<file path="src/rtl/audio_tone_dac.sv">
// Square-wave tone generator streaming left-justified 16-bit frames (same sample on both channels).
// Latency: sound/sound_off are sampled only at frame start; the new sample's MSB appears that same cycle.
// Backpressure: none; free-running serial stream. Optional envelope ramp: AUDIO_TONE_DAC_RAMP_EN.
module audio_tone_dac #(
    parameter int          BCLK_HALF = 6,
    parameter int          PHASE_W   = 24,
    parameter logic [15:0] AMP       = 16'h2000
) (
    input  logic        clk,
    input  logic        rst_n,
    input  logic [15:0] sound,
    input  logic        sound_off,
    output logic        aud_bclk,
    output logic        aud_daclrck,
    output logic        aud_dacdat,
    output logic        sample_tick
);

    localparam int DIV_W = (BCLK_HALF > 1) ? $clog2(BCLK_HALF) : 1;
    localparam logic [DIV_W-1:0] DIV_MAX = DIV_W'(BCLK_HALF - 1);

    logic [DIV_W-1:0]   div_cnt;
    logic [4:0]         bit_cnt;
    logic [PHASE_W-1:0] phase;
    logic [PHASE_W-1:0] phase_next;
    logic [15:0]        sample;
    logic [15:0]        sample_next;
    logic [15:0]        shreg;
    logic [15:0]        mag;
    logic               div_wrap;
    logic               fall_evt;
    logic               frame_start;
    logic               play;

    assign div_wrap    = (div_cnt == DIV_MAX);
    assign fall_evt    = div_wrap & aud_bclk;
    assign frame_start = fall_evt & (bit_cnt == 5'd31);
    assign play        = sound_off & (sound > 16'd1);
    assign aud_daclrck = ~bit_cnt[4];
    assign aud_dacdat  = shreg[15];

`ifdef AUDIO_TONE_DAC_RAMP_EN
    logic [4:0]  env;
    logic [4:0]  env_next;
    logic [19:0] mag_acc;

    // Envelope step for this frame and magnitude AMP*env/16 by shift-and-add.
    always_comb begin
        env_next = env;
        if (play) begin
            if (env != 5'd16) env_next = env + 5'd1;
        end else if (env != 5'd0) begin
            env_next = env - 5'd1;
        end
        mag_acc = '0;
        for (int i = 0; i < 5; i++) begin
            if (env_next[i]) mag_acc = mag_acc + (20'(AMP) << i);
        end
        mag = mag_acc[19:4];
    end

    // Envelope register advances once per frame.
    always_ff @(posedge clk or negedge rst_n) begin
        if (!rst_n) begin
            env <= 5'd0;
        end else if (frame_start) begin
            env <= env_next;
        end
    end
`else
    // Magnitude switches hard between silence and full amplitude.
    assign mag = play ? AMP : 16'd0;
`endif

    // Phase step and the signed square-wave sample for the upcoming frame.
    always_comb begin
        phase_next = phase;
        if (play) phase_next = phase + {{(PHASE_W-16){1'b0}}, sound};
        sample_next = phase_next[PHASE_W-1] ? (16'd0 - mag) : mag;
    end

    // Bit-clock divider: toggle aud_bclk every BCLK_HALF clk cycles.
    always_ff @(posedge clk or negedge rst_n) begin
        if (!rst_n) begin
            div_cnt  <= '0;
            aud_bclk <= 1'b0;
        end else if (div_wrap) begin
            div_cnt  <= '0;
            aud_bclk <= ~aud_bclk;
        end else begin
            div_cnt  <= div_cnt + 1'b1;
        end
    end

    // Bit counter, phase/sample update and serializer, all on fall events.
    always_ff @(posedge clk or negedge rst_n) begin
        if (!rst_n) begin
            bit_cnt     <= 5'd31;
            phase       <= '0;
            sample      <= 16'd0;
            shreg       <= 16'd0;
            sample_tick <= 1'b0;
        end else begin
            sample_tick <= frame_start;
            if (frame_start) begin
                bit_cnt <= 5'd0;
                phase   <= phase_next;
                sample  <= sample_next;
                shreg   <= sample_next;
            end else if (fall_evt) begin
                bit_cnt <= bit_cnt + 5'd1;
                // Entering bit 16: right channel repeats the left sample.
                if (bit_cnt == 5'd15) shreg <= sample;
                else                  shreg <= {shreg[14:0], 1'b0};
            end
        end
    end

endmodule

</file>
<file path="config.mk">
export PLATFORM = sky130hd
export DESIGN_NAME = audio_tone_dac
export DESIGN_NICKNAME = d
export VERILOG_FILES = /design/src/rtl/audio_tone_dac.sv
export SDC_FILE = /design/constraint.sdc
export NUM_CORES = 1
export LEC_CHECK = 0
export ABC_AREA = 1
export BUFFER_PORTS_ARGS = -buffer_cell sky130_fd_sc_hd__buf_2
export CORE_AREA = 2 2 120 64
export CTS_BUF_LIST = sky130_fd_sc_hd__clkbuf_8 sky130_fd_sc_hd__clkbuf_16
export CTS_CLUSTER_DIAMETER = 150
export DETAILED_ROUTE_END_ITERATION = 10
export DIE_AREA = 0 0 122 66
export PLACE_DENSITY = 0.54
export SETUP_SLACK_MARGIN = 0.1
export SLEW_MARGIN = 20
export SYNTH_ARGS = -nofsm -noshare
export SYNTH_HDL_FRONTEND = slang
export SYNTH_SLANG_ARGS = --single-unit
</file>
<file path="constraint.sdc">
create_clock -name clk -period 5.71 [get_ports clk]
set_input_delay 1.142 -clock clk [delete_from_list [all_inputs] [get_ports clk]]
set_output_delay 1.142 -clock clk [all_outputs]
set_load 0.02 [all_outputs]
</file>
==> impl_results.md <==
- Post-Synthesis Cells: 354
- Syn Area/Cell: 7.719 µm²
- VDD IR max: 0.1036 mV
- Fraction of layout cells with a size suffix above 1: 16.58%
- Clock period minus worst slack: 2.829 ns
- Slew @ Worst Pin: 0.9162 ns
- Dpl hpwl: 5.221 mm
- Worst Hold Class: flop to flop
- Crit end category: flop
- Clock buffer depth: 2
- CTS Buf Count: 5
- Clock Sinks: 39
- Clk slew on worst S/H paths: 0.06 ns
- Worst-skew pair later-pin latency: 0.29 ns
- Vias post-DR: 2,272
- Final setup viols: 0
- Outcome: finished clean
- Pwr/cell area: 225.6 mW/mm²
- Slew Limit Fails: 0
- Leakage: 1.661 nW
- Row cnt: 22
- Critical Path AT: 3.00 ns
- Clock Root Buffer: clkbuf_16
- Hold Buf Count CTS: 0
- Post-CTS setup buffer count: 0
- Die area: 0.008052 mm²
- Ys Warns: 0
- CTS tree: done
- TNS Setup: 0 ns
- FMAX: 353.5 MHz
- Initial core utilization: 38.93%
- Via/cell ratio: 4.773
- Count of input and output buffers: 22
- Synth Register Bits: 39
- Sequential element share of the synthesized area: 35.94%
- GP Congestion: 0.9006
- RSZ-0062 raised after global routing: no
- Top post-synthesis cells by area: dfrtp_1 31%, nand2_1 14%, ha_1 8.7%
- Largest net degree at the start of global routing: 40
- Clock skew after layout: 0.005230 ns
- CP Max Fanout: 4
- Post-CTS Resized: 0
- Core area: 0.007019 mm²
- Min Hold Slack: 0.4729 ns
- Initial detailed-routing violation count: 217
- First-pass GRT wire length: 10.85 mm
- Overflow after GRT: 0
- Period utilization: 49.55%
- GRT Total Usage: 18.36%
- Routed wire per std cell: 13.77 µm
- Number of max-cap violations: 0
- Hold Violations, Final: 0
- Max-slew headroom: 38.92%
- Final Util: 43.67%
- Net Count, Synth: 393
- # IOs: 23
- Vias in the first global route: 2,030
- Area share of the leading cell type in the synthesized netlist: 31.14%
- Critical path launch point type: input pin
- Die height: 66 µm
- Layout Area Growth over Synthesis: 12.18%
- Antenna Cells: 0
- Final net count: 418
- Drt first pass iters: 4
- WL final: 6.555 mm
- Distinct cells, synth: 31
- ANT nets after route: 0
- Die X: 122 µm
- Drt drc: 0
- Leading area contributor after synthesis: dfrtp_1
- Htree depth: 2
- Initial antenna violation count: 0
- Post-synthesis instance area: 0.002733 mm²
- CP required: 5.88 ns
- Crit Path Category: input pin to flop
sequential cells by signal (all words and copies together) (netlist names):
signal,flops
sample_tick,1
shreg,3
aud_bclk,1
sample,2
div_cnt,3
phase,24
bit_cnt,5
per-layer routing:
metal / wire (µm) / global-route usage (%)
met5: 0 / 0
met4: 69 / 4.885
met3: 460 / 4.914
met2: 2061 / 20.39
met1: 3964 / 31.48
placed cells by master, fill, tap and decap left out, drive strengths merged:
cell	netlist	layout
inv	47	48
ha	19	19
o21ai	28	28
nor3	4	4
dfrtp	34	34
nand2	106	106
nand4	6	6
nand3b	3	3
fa	1	1
a21oi	24	24
o21bai	3	3
clkinv	0	1
dfstp	5	5
clkbuf	0	6
xnor2	10	10
buf	4	22
nand3	15	15
a31oi	1	1
xor2	7	7
a22oi	1	1
nor2	31	31
or2	2	2
a21o	3	3
where the power goes:
group / switching (W) / total (W) / internal (W)
registers: 0.00000433 / 0.000288 / 0.000283
logic: 0.0000778 / 0.000121 / 0.0000430
clock network: 0.000112 / 0.000283 / 0.000171
per-stage QoR:
stage | worst slack [ns] | cells | total power [W] | cell area (µm²)
6_report | 2.881 | 476 | 0.0006916 | 3065
5_1_grt | 2.756 | 476 | 0.0007297 | 3065
4_1_cts | 2.910 | 476 | 0.0006992 | 3065
3_5_place_dp | 2.627 | 468 | 0.0004118 | 2918
3_3_place_gp | 2.663 | 468 | 0.0004120 | 2918
2_1_floorplan | 2.990 | 354 | 0.0003736 | 2733
area by class of cell:
type | instances | area, µm²
Tap cell | 96 | 120.1
Clock inverter | 2 | 8.758
Fill cell | 714 | 3954
Inverter | 47 | 176.4
Timing Repair Buffer | 22 | 110.1
Clock buffer | 6 | 138.9
Multi-Input combinational cell | 264 | 1529
Sequential cell | 39 | 982.2
critical path, stage by stage:
cell and delay [ns]:
buf_2 0.08, ha_1 0.23, inv_1 0.07, fa_1 0.39
nand3b_1 0.17, nand2_1 0.12, nand3_1 0.09, nand2_1 0.13
nand3_1 0.10, nand2_2 0.15, nand3_1 0.10, xor2_1 0.15
inv_1 0.06
cell usage after synthesis:
library cell	instances
nand2_1	101
nand2_2	4
nor2_4	1
a21o_1	3
dfrtp_1	34
buf_6	4
fa_1	1
nor2_1	28
xnor2_1	8
inv_1	44
o21ai_0	14
or2_2	2
nor2_8	1
a21oi_1	24
nand2_4	1
o21ai_1	2
a31oi_1	1
xnor2_2	2
o21ai_2	12
nand4_1	6
nand3_1	14
inv_2	3
o21bai_1	3
a22oi_2	1
ha_1	19
nand3b_1	3
nor2_2	1
nor3_1	4
nand3_4	1
dfstp_2	5
xor2_1	7
cells by family after synthesis:
logic type	Yosys count	synth area share, %
adders and majority gates	20	9.432
xor gates and xnor gates	17	5.998
DFF	39	35.94
AOI/OAI and AO/OA	60	13.51
buffers and inverters	51	8.104
and+or+nand+nor	167	27.01
worst paths after layout:
check / startpoint / to / slack [ns] / depth (start not counted)
max: sound[0] / phase[20]$_DFFE_PN0P_ / 2.88 / 13
min: phase[22]$_DFFE_PN0P_ / phase[22]$_DFFE_PN0P_ / 0.47 / 1
max reg2reg: bit_cnt[0]$_DFFE_PN1P_ / phase[10]$_DFFE_PN0P_ / 3.21 / 9
min reg2reg: phase[22]$_DFFE_PN0P_ / phase[22]$_DFFE_PN0P_ / 0.47 / 1
max in group asynchronous: rst_n / aud_bclk$_DFFE_PN0N_ / 4.15 / 1
min in group asynchronous: rst_n / phase[6]$_DFFE_PN0P_ / 0.99 / 1
(Power assumes the default switching activity.)
